[config.mk]
export PLATFORM = sky130hd
export DESIGN_NAME = npu_act_wr_arbiter
export DESIGN_NICKNAME = d
export VERILOG_FILES = /design/src/rtl/npu_act_wr_arbiter.sv
export SDC_FILE = /design/constraint.sdc
export NUM_CORES = 1
export LEC_CHECK = 0
export ABC_CLOCK_PERIOD_IN_PS = 6950
export BUFFER_PORTS_ARGS = -buffer_cell sky130_fd_sc_hd__buf_4
export CAP_MARGIN = 20
export CORE_AREA = 2 2 262 264
export DETAILED_ROUTE_END_ITERATION = 8
export DIE_AREA = 0 0 264 266
export PLACE_DENSITY_LB_ADDON = 0.15
export RECOVER_POWER = 100
export SLEW_MARGIN = 10
export SYNTH_ARGS = -nofsm -noshare
export SYNTH_HDL_FRONTEND = slang
export SYNTH_SLANG_ARGS = --single-unit
[constraint.sdc]
create_clock -name clk -period 6.95 [get_ports clk]
set_clock_uncertainty 0.15 [all_clocks]
set_input_delay 0.695 -clock clk [delete_from_list [all_inputs] [get_ports clk]]
set_output_delay 0.695 -clock clk [all_outputs]
set_load 0.05 [all_outputs]
[src/rtl/npu_act_wr_arbiter.sv]
// Round-robin serialiser for the 32 neuron activation write requests onto the
// single activation-memory write port, with a layer drain handshake.
module npu_act_wr_arbiter #(
  parameter int NUM_CH     = 32,
  parameter int DATA_W     = 8,
  parameter int ACT_ADDR_W = 10,
  parameter int CNT_W      = 16
) (
  input  logic                         clk,
  input  logic                         rst,
  input  logic [NUM_CH-1:0]            hw_mem_wr,
  input  logic [NUM_CH*ACT_ADDR_W-1:0] hw_mem_wr_addr,
  input  logic [NUM_CH*DATA_W-1:0]     hw_mem_wr_data,
  output logic [NUM_CH-1:0]            hw_mem_wr_ack_p,
  input  logic                         act_mem_busy,
  output logic                         act_mem_we,
  output logic [ACT_ADDR_W-1:0]        act_mem_addr,
  output logic [DATA_W-1:0]            act_mem_wdata,
  input  logic                         drain_req_p,
  output logic                         drain_done_p,
  input  logic                         clr_cnt_p,
  output logic [CNT_W-1:0]             wr_count,
  output logic                         arb_busy
);

  localparam int IDX_W = $clog2(NUM_CH);

  typedef enum logic [1:0] {IDLE, ACTIVE, DRAIN, DONE} state_t;

  state_t                  state, state_nxt;
  logic [IDX_W-1:0]        rr_ptr;
  logic [NUM_CH-1:0]       eff_req;
  logic                    gnt_vld;
  logic [IDX_W-1:0]        gnt_idx;
  logic [IDX_W-1:0]        cand;
  logic [ACT_ADDR_W-1:0]   gnt_addr;
  logic [DATA_W-1:0]       gnt_data;

  // The neuron acked this cycle still holds its request; mask it to avoid a double grant.
  assign eff_req = hw_mem_wr & ~hw_mem_wr_ack_p;

  // NOTE: every variable written in always_comb gets a default first, so no latch is inferred.
  always_comb begin
    gnt_vld = 1'b0;
    gnt_idx = '0;
    cand    = '0;
    if (!act_mem_busy) begin
      for (int i = 0; i < NUM_CH; i++) begin
        cand = rr_ptr + IDX_W'(i);
        if (!gnt_vld && eff_req[cand]) begin
          gnt_vld = 1'b1;
          gnt_idx = cand;
        end
      end
    end
  end

  assign gnt_addr = hw_mem_wr_addr[int'(gnt_idx)*ACT_ADDR_W +: ACT_ADDR_W];
  assign gnt_data = hw_mem_wr_data[int'(gnt_idx)*DATA_W +: DATA_W];

  always_comb begin
    state_nxt = state;
    case (state)
      IDLE:    if (|hw_mem_wr) state_nxt = ACTIVE;
      ACTIVE:  if (~|hw_mem_wr) state_nxt = IDLE;
      DRAIN:   if (~|eff_req && !gnt_vld) state_nxt = DONE;
      DONE:    state_nxt = IDLE;
      default: state_nxt = IDLE;
    endcase
    // A drain request re-entering DRAIN would restart nothing useful, so it is ignored there.
    if (drain_req_p && state != DRAIN) state_nxt = DRAIN;
  end

  assign drain_done_p = (state == DONE);
  assign arb_busy     = (state != IDLE) | (|hw_mem_wr);

  // NOTE: sequential state uses non-blocking assignments so all registers update together.
  always_ff @(posedge clk) begin
    if (!rst) begin
      state           <= IDLE;
      rr_ptr          <= '0;
      act_mem_we      <= 1'b0;
      act_mem_addr    <= '0;
      act_mem_wdata   <= '0;
      hw_mem_wr_ack_p <= '0;
      wr_count        <= '0;
    end else begin
      state           <= state_nxt;
      act_mem_we      <= gnt_vld;
      hw_mem_wr_ack_p <= gnt_vld ? (NUM_CH'(1) << gnt_idx) : '0;
      if (gnt_vld) begin
        act_mem_addr  <= gnt_addr;
        act_mem_wdata <= gnt_data;
        rr_ptr        <= gnt_idx + IDX_W'(1);
      end
      if (clr_cnt_p)
        wr_count <= '0;
      else if (gnt_vld && wr_count != '1)
        wr_count <= wr_count + CNT_W'(1);
    end
  end

endmodule

[Word level (Yosys, flattened, before mapping)]
Index checks and enable logic that the tools add are counted.
Storage, ports and cells
  register bits after elaboration: 74
  output and inout port bits: 69
  bits in latches: 0
  memories kept: 0
  input port bits: 613
  memory bits (read-only): 0
  logic and storage cells: 334
  bits in writable memories: 0
Cells by class
  eq/ne operators: 11
  bitwise logic cells: 4
  multiplexer cells: 166
  reduce and logical (&&, ||, !) cells: 76
  $lt $le $gt $ge: 32
  $add $sub $neg: 33
  div/mod/pow operators: 0
  multipliers: 1
  shifts and indexed selects: 3
Operators with widths (number)
  320-bit by 10-bit variable part select with 10-bit output: 1
  256-bit by 9-bit variable part select with 8-bit output: 1
  5-bit by 6-bit < comparator with 1-bit output (second input constant): 32
  5-bit 2-to-1 mux: 33
  1-bit binary-select mux with 5-bit select: 32
  1-bit 2-to-1 mux: 96
  5-bit adder (second input constant): 16
  32-bit OR reduction: 2
  5-bit by 4-bit adder with 5-bit output (second input constant): 8
  1-bit logical AND: 34
  1-bit logical NOT: 33
  32-bit AND: 1
  32-bit inverter: 1
  1-bit by 5-bit left shift with 32-bit output (first input constant): 1
  5-bit by 3-bit adder with 5-bit output (second input constant): 4
  16-bit by 1-bit adder with 16-bit output (second input constant): 1
  16-bit inequality test (second input constant): 1
  5-bit by 1-bit adder with 5-bit output (second input constant): 2
  5-bit by 2-bit adder with 5-bit output (second input constant): 2
  3-bit inequality test (second input constant): 3
  5-bit by 3-bit multiplier with 8-bit output (second input constant): 1
  2-bit 2-to-1 mux: 4
  2-bit inequality test (second input constant): 4
  2-bit one-hot mux with 4 select lines: 1
  other kinds (9): 12

[Longest topological paths before layout]
Gate-level depths: netlist of run 1.
  depth in word-level cells: 135
  depth in mapped cells: 29
  depth with buffers taken out: 18

[Worst setup path before layout of run 1]
Ideal clock, no wire load.
  path type: reg2reg
  start: reg rr_ptr[1]
  end: reg act_mem_addr[1]
  arrival: 6.179 ns
  setup slack: 0.487 ns
  required time: 6.666 ns
  buffers on the path: 8
  setup time: 0.134 ns
  cell stages (with the launch flop): 26
  clock period less this slack: 6.463 ns
  path through: dfxtp_1 buf_2 inv_2 buf_1 ha_1 inv_1 buf_2 buf_1 clkbuf_1 mux4_2 mux4_2 nor4_1 and4_1 nand3_1 nor2_1 a211oi_1 and3_1 nor3_4 inv_2 buf_4 buf_4 clkbuf_1 a211oi_1 a311oi_1 o41ai_1 nand3_1
On the way
  longest elaborated chain between the ends: 130
  elaborated cells between the ends (all ways): 256
  classes of those cells: add/sub (31); mul (1); shift (1); mux (161); reduce/logical (62)
Ends and longest elaborated chain
  start, declared: line 31  | logic [IDX_W-1:0] rr_ptr;
  start signal, assigned: line 94  | rr_ptr <= gnt_idx + IDX_W'(1);
  branches (longest 130 deep; another with 5-bit by 1-bit adder with 5-bit output)
  end signal, assigned: line 92  | act_mem_addr <= gnt_addr;
  end, declared: line 17  | output logic [ACT_ADDR_W-1:0] act_mem_addr,
Parallel ways; which one is timed is not known. The select of a mux whose other input is x is not followed.
A chain may end at the register's enable or synchronous reset.

[Worst setup path in the final report of run 1]
  start: reg rr_ptr[0]
  end: reg act_mem_addr[4]
The elaborated chain is that of the path after synthesis.

==> results.toml, run 1 <==
[outcome]
status = "finished clean"

[timing]
setup_viol = 0
whs_ns = 0.330
fmax_mhz = 147
finalSetupTns_ns = 0
min_period_over_period_pct = 98.2
hold_viol = 0
finalCriticalPeriod_ns = 6.82
setup_slack_ns = 0.126
worstMarginPinSlew_ns = 0.979
grt_setup_unrepaired = "no"
maxSlewHeadroom_pct = 34.4
drv_slew = 0

[worst_setup_path]
r2r-start = "rr_ptr[0]"
reg2reg_slack_ns = 0.13
cp_max_fo = 17
worst-setup-path-type = "reg2reg"
crit_required_ns = 7.00
r2r_end = "act_mem_addr[4]"
rr_worst_depth = 24
worst_setup_path_start_kind = "register"
crit_path_end_kind = "register"
worstPathArrival_ns = 6.88

[global_routing]
grt_pass1_wl_um = 151000
grt_start_max_net_pins = 94
overflow = 0
antenna_found_initial = 31
grt.total_usage_pct = 30.1
grt_pass1_vias = 20000

[synthesis]
synth_enable_flop_cells = 0
ys_seq_area_share_pct = 10.3
synth_cell_types = 81
syn-num-nets = 2501
netlist_area_mm2 = 0.0144
async_reset_ff_share_pct = 0
synth_cells = 1869
synth_warnings = 0
synth_top_flop_cell = "dfxtp_1"
ys_ff_latch = 74
avgSynthCellArea_um2 = 7.72

[placed_design]
post-dp-hpwl_um = 95600
io_buffers = 681
pre_cts_ws_ns = -0.0869
place_congestion = 0.965

[route]
vias = 20000
drt_iter0_drc = 1898
final_antenna_net_count = 0
drt-total-wl_um = 111000
viasPerCell = 5.60
wire_per_inst_um = 31.0
drc_errors = 0
dr.pass1.iters = 5

[finish]
areaGrowthSynthToFinish_pct = 55.8
layout-drive-gt1-share_pct = 40.5
final_nets = 3296

[clock_tree]
cts_made_buffers = 9
cts.path.max_buffers = 2
htree_levels = 3
clk_latency_ns = 0.36
cts.clk_slew.worst_paths_ns = 0.08
cts_root_buf = "clkbuf_16"
cts_tree = "built"
cts.sinks = 74

[run]
drv_cap = 0

[floorplan]
io_pins = 682
fp-row-count = 96
core_area_mm2 = 0.0677
die_h_um = 266
dieWidth_um = 264
start_util_pct = 21.3
dieArea_mm2 = 0.0702

[hold_path]
min_path_type = "reg2reg"
min_from = "act_mem_addr[3]"
whs_path_depth = 2
min_to = "act_mem_addr[3]"

[power]
peakVddDrop_mv = 0.265
powerDensity_mw_per_mm2 = 634
p_leak_nw = 9.38
-- worst max-delay path: stages (launching register included) --
cell,delay [ns]
dfxtp_2,0.34
buf_4,0.19
ha_2,0.30
xnor2_2,0.78
nor4_1,0.13
nor4_1,0.36
buf_4,0.25
a22o_1,0.30
nor3b_1,0.09
buf_4,0.16
and4_1,0.20
and4_1,0.33
buf_4,0.21
o2111a_1,0.13
a221o_1,0.30
a2111oi_4,0.32
buf_4,0.22
a21oi_4,0.08
buf_4,0.17
buf_12,0.16
buf_4,0.16
mux4_2,0.29
a22o_1,0.27
o31ai_1,0.59
nand3_1,0.14
-- per-stage QoR --
step | util, % | power, mW | cells | area (µm²)
2_1_floorplan | - | 7.87 | 1869 | 14400
3_3_place_gp | 33.0 | 13.6 | 3533 | 22300
3_5_place_dp | 33.0 | 13.5 | 3533 | 22300
4_1_cts | 33.5 | 14.1 | 3549 | 22700
5_1_grt | 33.2 | 15.0 | 3570 | 22500
6_report | 33.2 | 14.3 | 3570 | 22500
-- flip-flops by register name (all words and copies together), names as in the netlist --
name             count
act_mem_wdata        8
wr_count            16
act_mem_addr        10
act_mem_we           1
state                2
hw_mem_wr_ack_p     32
rr_ptr               5
-- cells by family after synthesis --
family,count (synthesis),synth area share (%)
compound gates,504,26.5
xor+xnor,49,3.02
fa+ha+maj,19,1.65
buf+inv,257,7.68
flops,74,10.3
mux,170,21.1
simple gates,796,29.8
-- how the worst max path moves through the flow --
| stage | slack [ns] | startpoint | end |
|---|---|---|---|
| after floorplan | 0.49 | rr_ptr[1] | act_mem_addr[1] |
| after global routing | 0.01 | rr_ptr[1] | act_mem_addr[0] |
| final | 0.13 | rr_ptr[0] | act_mem_addr[4] |
| after detailed placement | -0.09 | rr_ptr[0] | act_mem_addr[1] |
| after global placement | -0.26 | rr_ptr[0] | act_mem_addr[1] |
| after CTS | 0.02 | rr_ptr[0] | act_mem_addr[4] |
-- cell usage in the layout, fill, tap and decap left out, types with 36 or more instances in the layout --
| cell type | instances |
|---|---|
| inv_1 | 86 |
| nor2_1 | 141 |
| a311oi_1 | 40 |
| nor4_1 | 41 |
| a211oi_1 | 193 |
| nand3_1 | 62 |
| buf_4 | 838 |
| dfxtp_1 | 72 |
| nor3b_1 | 36 |
| mux4_2 | 106 |
| clkbuf_1 | 79 |
| a21oi_1 | 38 |
| nor3_1 | 59 |
| mux2i_1 | 54 |
| nand2_1 | 177 |
-- cell usage after synthesis, drive strengths merged, types with 22 or more instances --
master | count | share of area [%]
mux2i | 55 | 3.8
and2 | 35 | 1.5
a21oi | 42 | 1.5
clkbuf | 93 | 2.4
a22o | 23 | 1.4
nand2 | 177 | 4.6
nor3 | 63 | 2.3
nand3 | 62 | 2.1
o21ai | 25 | 0.89
a211oi | 194 | 10
mux4 | 106 | 17
or2 | 24 | 1.0
inv | 91 | 2.4
dfxtp | 74 | 10
nand2b | 27 | 1.2
nor2 | 143 | 3.7
a311oi | 40 | 2.4
nor3b | 36 | 1.9
o31ai | 22 | 1.1
buf | 72 | 2.9
nand4 | 28 | 1.2
and3b | 33 | 2.0
xnor2 | 28 | 1.8
nor2b | 31 | 1.3
nor4 | 44 | 2.0
-- power breakdown --
group / internal (mW) / switching, mW / leakage (nW)
Combinational: 5.33 / 7.86 / 8.63
Sequential: 0.483 / 0.0856 / 0.602
Clock: 0.285 / 0.224 / 0.145
Total: 6.10 / 8.17 / 9.38
-- layer usage --
metal,global-route usage [%],up-vias,wire length (µm)
li1,-,8929,-
met1,34.5,9880,41500
met2,53.4,1005,56700
met3,3.77,187,6260
met4,17.9,2,6160
met5,0,-,13
-- what timing repair did --
action,4_1_cts,5_1_grt
endpoints found under the setup margin,5,14
hold endpoints to repair,0,0
buffers inserted,0,2
hold buffers,0,0
gates resized for setup,5,10
-- final cells by class --
cell class / count / area (µm²)
fillers: 7305 / 45300
repair buffers: 949 / 7170
flip-flops and latches: 74 / 1480
diodes: 19 / 47.5
well taps: 882 / 1100
multi-input cells: 1538 / 12000
clock inverters: 7 / 82.6
inverters: 92 / 359
clock buffers: 9 / 225
Note: power is estimated with default switching activity, not from simulation.
==> run 2: changes to the inputs <==
--- a/config.mk
+++ b/config.mk
@@ -5,12 +5,13 @@
 export SDC_FILE = /design/constraint.sdc
 export NUM_CORES = 1
 export LEC_CHECK = 0
-export ABC_CLOCK_PERIOD_IN_PS = 6950
+export ABC_CLOCK_PERIOD_IN_PS = 6380
 export BUFFER_PORTS_ARGS = -buffer_cell sky130_fd_sc_hd__buf_4
 export CAP_MARGIN = 20
-export CORE_AREA = 2 2 262 264
+export CORE_AREA = 2 2 263 265
+export CTS_BUF_LIST = sky130_fd_sc_hd__clkbuf_16
 export DETAILED_ROUTE_END_ITERATION = 8
-export DIE_AREA = 0 0 264 266
+export DIE_AREA = 0 0 265 267
 export PLACE_DENSITY_LB_ADDON = 0.15
 export RECOVER_POWER = 100
 export SLEW_MARGIN = 10
==> constraint.sdc (replaced) <==
create_clock -name clk -period 6.38 [get_ports clk]
set_clock_uncertainty 0.15 [all_clocks]
set_input_delay 0.319 -clock clk [delete_from_list [all_inputs] [get_ports clk]]
set_output_delay 0.319 -clock clk [all_outputs]
set_load 0.05 [all_outputs]
==> run 2 against run 1 <==
Worst hold slack got worse by 0.29 ns. Core utilization rose by 3.6 points. First-iteration DRC count rose by 8.1%. Count of clock-buffer cells in the layout did not move. Die area rose by 0.76%. Fmax rose by 7.8%. Register-to-register slack got worse by 0.07 ns. Final cell count rose by 5.7%. Critical path type unchanged. Routed wire length rose by 7.1%.
==> results.toml, run 2 (synthesis results as in run 1) <==
[outcome]
status = "finished clean"

[floorplan]
io_pins = 682
die_h_um = 267
dieArea_mm2 = 0.0708
dieWidth_um = 265
start_util_pct = 21.2
fp-row-count = 96
core_area_mm2 = 0.0680

[worst_setup_path]
reg2reg_slack_ns = 0.05
crit_path_end_kind = "register"
cp_max_fo = 24
r2r-start = "rr_ptr[0]"
crit_required_ns = 6.54
rr_worst_depth = 22
worstPathArrival_ns = 6.49
worst-setup-path-type = "reg2reg"
worst_setup_path_start_kind = "register"
r2r_end = "act_mem_addr[8]"

[timing]
fmax_mhz = 158
setup_viol = 0
worstMarginPinSlew_ns = 1.00
drv_slew = 0
hold_viol = 0
finalCriticalPeriod_ns = 6.33
setup_slack_ns = 0.0514
maxSlewHeadroom_pct = 32.8
min_period_over_period_pct = 99.2
whs_ns = 0.0419
finalSetupTns_ns = 0

[route]
vias = 21000
dr.pass1.iters = 5
drt_iter0_drc = 2052
wl_met3_um = 7830
drc_errors = 0
met1_length_um = 45000
viasPerCell = 5.57
wire_per_inst_um = 31.4
met2RoutedLength_um = 59300
final_antenna_net_count = 0
drt-total-wl_um = 118000
top_layer = "met5"

[finish]
largest_register_ffs = 32
final_util_pct = 36.8
regMostFlops = "hw_mem_wr_ack_p"
final_nets = 3506
top_regs = "hw_mem_wr_ack_p x32, wr_count x16, act_mem_addr x10"
final_common_cell = "buf_4"
stdcell_count = 3775
layout-drive-gt1-share_pct = 48.7
areaGrowthSynthToFinish_pct = 73.2
final_cell_area_mm2 = 0.0250
mostFrequentLayoutCells = "buf_4, nand2_1, a211oi_1"

[clock_tree]
htree_levels = 3
ctsHoldBuffers = 0
clk_latency_ns = 0.37
cts.clk_slew.worst_paths_ns = 0.07
cts.path.max_buffers = 2
cts.sinks = 74
cts_made_buffers = 9
cts_tree = "built"
cts_root_buf = "clkbuf_16"

[placed_design]
io_buffers = 681
pre_cts_ws_ns = -1.14
post-dp-hpwl_um = 102000
placed_area_mm2 = 0.0238
dp_cells = 3735
place_congestion = 1.01

[run]
drv_cap = 0

[global_routing]
grt.total_usage_pct = 32.0
antenna_found_initial = 29
grt_start_max_net_pins = 61
overflow = 0
grt_pass1_vias = 21300
grt_pass1_wl_um = 160000

[power]
peakVddDrop_mv = 0.381
p_leak_nw = 10.7
total_power_mw = 18.0
powerDensity_mw_per_mm2 = 718

[hold_path]
min_from = "drain_req_p"
min_path_type = "in2reg"
whs_path_depth = 2
min_to = "state[1]"
-- run 2: layer usage --
metal  global-route usage [%]  vias up
li1                         -     9322
met1                     38.0    10400
met2                     56.3     1071
met3                     4.42      227
met4                     16.3       10
met5                        0        -
-- run 2: worst max-delay path, cell delays in order, from the launching register on --
cell       delay (ns)
dfxtp_4          0.37
buf_8            0.16
buf_12           0.17
and3b_1          0.22
or2_2            0.30
mux4_2           0.52
mux4_2           0.54
nor2b_1          0.18
and4_4           0.28
nand4_1          0.21
or4_4            0.64
nor2_1           0.19
a2111oi_4        0.08
buf_4            0.18
buf_4            0.16
buf_4            0.13
buf_4            0.16
a211oi_1         0.25
a211oi_1         0.08
a311oi_1         0.82
o41ai_2          0.23
buf_4            0.19
nand3_1          0.05
-- run 2: report_power, final --
group	total [mW]	leakage, nW	switching (mW)	internal, mW
Sequential	0.606	0.603	0.0782	0.528
Clock	0.557	0.142	0.247	0.310
Combinational	16.8	9.95	9.56	7.23
Total	18.0	10.7	9.89	8.07
-- run 2: repair_timing --
item | in CTS | in global routing
cloned | 3 | 1
pin swaps | 10 | 32
resized for setup | 70 | 127
setup endpoints to repair | 25 | 19
setup buffers | 2 | 8
-- run 2: worst max-delay path by stage --
stage | from | endpoint | depth (start not counted)
floorplan | rr_ptr[1] | act_mem_addr[1] | 25
global placement | rr_ptr[1] | act_mem_addr[3] | 22
detailed placement | rr_ptr[1] | act_mem_addr[2] | 23
CTS | rr_ptr[1] | act_mem_addr[2] | 22
global route | rr_ptr[1] | act_mem_wdata[2] | 27
finish | rr_ptr[0] | act_mem_addr[8] | 22
-- run 2: cell type report --
class | instances | area, µm²
fill | 7262 | 43000
multi-input combinational | 1538 | 12800
timing repair buffer | 1159 | 8910
sequential | 74 | 1490
tap | 882 | 1100
inverter | 92 | 358
clock buffer | 9 | 225
clock inverter | 7 | 83.8
antenna | 14 | 35.0
==> run 3: changes to the inputs <==
==> config.mk (replaced) <==
export PLATFORM = sky130hd
export DESIGN_NAME = npu_act_wr_arbiter
export DESIGN_NICKNAME = d
export VERILOG_FILES = /design/src/rtl/npu_act_wr_arbiter.sv
export SDC_FILE = /design/constraint.sdc
export NUM_CORES = 1
export LEC_CHECK = 0
export ABC_CLOCK_PERIOD_IN_PS = 5400
export BUFFER_PORTS_ARGS = -buffer_cell sky130_fd_sc_hd__buf_4
export CORE_AREA = 2 2 262 264
export CTS_BUF_LIST = sky130_fd_sc_hd__clkbuf_16
export DETAILED_ROUTE_END_ITERATION = 8
export DIE_AREA = 0 0 264 266
export PLACE_DENSITY_LB_ADDON = 0.15
export SLEW_MARGIN = 10
export SYNTH_ARGS = -nofsm -noshare
export SYNTH_HDL_FRONTEND = slang
export SYNTH_SLANG_ARGS = --single-unit
==> constraint.sdc (replaced) <==
create_clock -name clk -period 5.4 [get_ports clk]
set_clock_uncertainty 0.15 [all_clocks]
set_input_delay 0.27 -clock clk [delete_from_list [all_inputs] [get_ports clk]]
set_output_delay 0.27 -clock clk [all_outputs]
set_load 0.05 [all_outputs]
==> run 3 against run 2 <==
Combinational power increased by 40%. The flow now finishes with violations (negative setup slack). First-iteration DRC count decreased by 16%. Critical endpoint is now act_mem_wdata[7]. Sequential cell count is the same. Total power increased by 38%. Clock power increased by 26%.
==> results.toml, run 3 (synthesis results as in run 1) <==
[finish]
top_regs = "hw_mem_wr_ack_p x32, wr_count x16, act_mem_addr x10"
areaGrowthSynthToFinish_pct = 95.6
final_nets = 3699
layout-drive-gt1-share_pct = 57.5
mostFrequentLayoutCells = "buf_4, nand2_1, a211oi_1"
regMostFlops = "hw_mem_wr_ack_p"
final_cell_area_mm2 = 0.0282
final_common_cell = "buf_4"
stdcell_count = 3973
largest_register_ffs = 32

[floorplan]
fp-row-count = 96
dieWidth_um = 264
die_h_um = 266
io_pins = 682
start_util_pct = 21.3
core_area_mm2 = 0.0677
dieArea_mm2 = 0.0702

[timing]
whs_ns = 0.0922
finalSetupTns_ns = -8.97
setup_slack_ns = -0.564
min_period_over_period_pct = 110
grt_setup_unrepaired = "yes"
setup_viol = 18
worstMarginPinSlew_ns = 0.873
drv_slew = 0
finalCriticalPeriod_ns = 5.96
maxSlewHeadroom_pct = 41.2
fmax_mhz = 168
hold_viol = 0

[route]
wire_per_inst_um = 31.0
drt-total-wl_um = 123000
viasPerCell = 5.54
dr.pass1.iters = 8
vias = 22000
drt_iter0_drc = 1729
final_antenna_net_count = 0
drc_errors = 0

[outcome]
violations = "negative setup slack"
status = "complete, but fails checks"

[clock_tree]
cts.sinks = 74
cts.path.max_buffers = 2
clk_latency_ns = 0.36
cts_tree = "built"
cts_root_buf = "clkbuf_16"
htree_levels = 3
cts_made_buffers = 9
cts.clk_slew.worst_paths_ns = 0.07

[global_routing]
grt_pass1_wl_um = 167000
grt.total_usage_pct = 33.5
overflow = 0
grt_start_max_net_pins = 35
grt_pass1_vias = 22600
antenna_found_initial = 32

[worst_setup_path]
crit_required_ns = 5.50
worst_setup_path_start_kind = "register"
worst-setup-path-type = "reg2reg"
crit_path_end_kind = "register"
cp_max_fo = 14
worstPathArrival_ns = 6.06
r2r-start = "rr_ptr[0]"
crit_start = "rr_ptr[0]"

[placed_design]
post-dp-hpwl_um = 104000
placed_area_mm2 = 0.0250
io_buffers = 681
place_congestion = 0.992
dp_cells = 3866

[power]
powerDensity_mw_per_mm2 = 881
peakVddDrop_mv = 0.319
p_leak_nw = 12.4
total_power_mw = 24.9

[hold_path]
min_from = "rst"
min_path_type = "in2reg"

[run]
drv_cap = 0
run 3: report_power, final:
| group | internal, mW | leakage (nW) | total, mW | switching [mW] |
|---|---|---|---|---|
| Combinational | 10.9 | 11.6 | 23.5 | 12.5 |
| Clock | 0.433 | 0.165 | 0.701 | 0.268 |
| Sequential | 0.626 | 0.604 | 0.712 | 0.0859 |
run 3: worst max-delay path, cell delays in order (launching register included):
cell and delay (ns):
dfxtp_4 0.38, buf_12 0.16, buf_16 0.17, and3b_2 0.24
or2_2 0.30, mux4_2 0.51, mux4_2 0.55, nor2b_4 0.14
and4_4 0.25, nand4_1 0.17, or4_4 0.61, buf_6 0.14
o211ai_1 0.10, nor3_2 0.09, nor3_4 0.17, buf_12 0.16
inv_16 0.06, buf_12 0.15, buf_16 0.16, mux4_2 0.52
a22o_1 0.25, o31ai_4 0.31, nand3_1 0.11
run 3: final timing paths:
path	to	slack [ns]	cells past startpoint
setup reg to reg	act_mem_wdata[7]	-0.56	22
hold / removal	rr_ptr[0]	0.09	3
setup / recovery	act_mem_wdata[7]	-0.56	22
hold reg to reg	act_mem_wdata[0]	0.33	2
run 3: routing by layer:
layer	global-route usage [%]	vias to the layer above	share of wire, %
li1	-	9752	-
met2	59.0	1077	50
met3	4.96	253	6.1
met4	19.3	8	6.6
met5	0	-	0.039
met1	38.6	10900	38
run 3: layout make-up:
cell class / instances / area [µm²]
Clock buffer: 10 / 250
Sequential cell: 74 / 1490
Multi-Input combinational cell: 1538 / 13600
Tap cell: 882 / 1100
Inverter: 92 / 387
Antenna cell: 20 / 50.0
Clock inverter: 5 / 82.6
Timing Repair Buffer: 1352 / 11200
Fill cell: 7044 / 39500
run 3: through the flow:
step                util (%)  setup WS, ns
floorplan                  -        -0.166
global placement        36.9         -1.77
detailed placement      36.9         -1.50
CTS                     40.7        -0.527
global route            41.7        -0.689
finish                  41.7        -0.564
run 3: timing repair:
| action | 4_1_cts | 5_1_grt |
|---|---|---|
| setup endpoints to repair | 64 | 64 |
| cloned | 14 | 3 |
| hold buffers | 1 | 0 |
| endpoints found under the hold margin | 1 | 0 |
| resized for setup | 280 | 94 |
| pin swaps | 68 | 42 |
| buffers inserted | 50 | 11 |
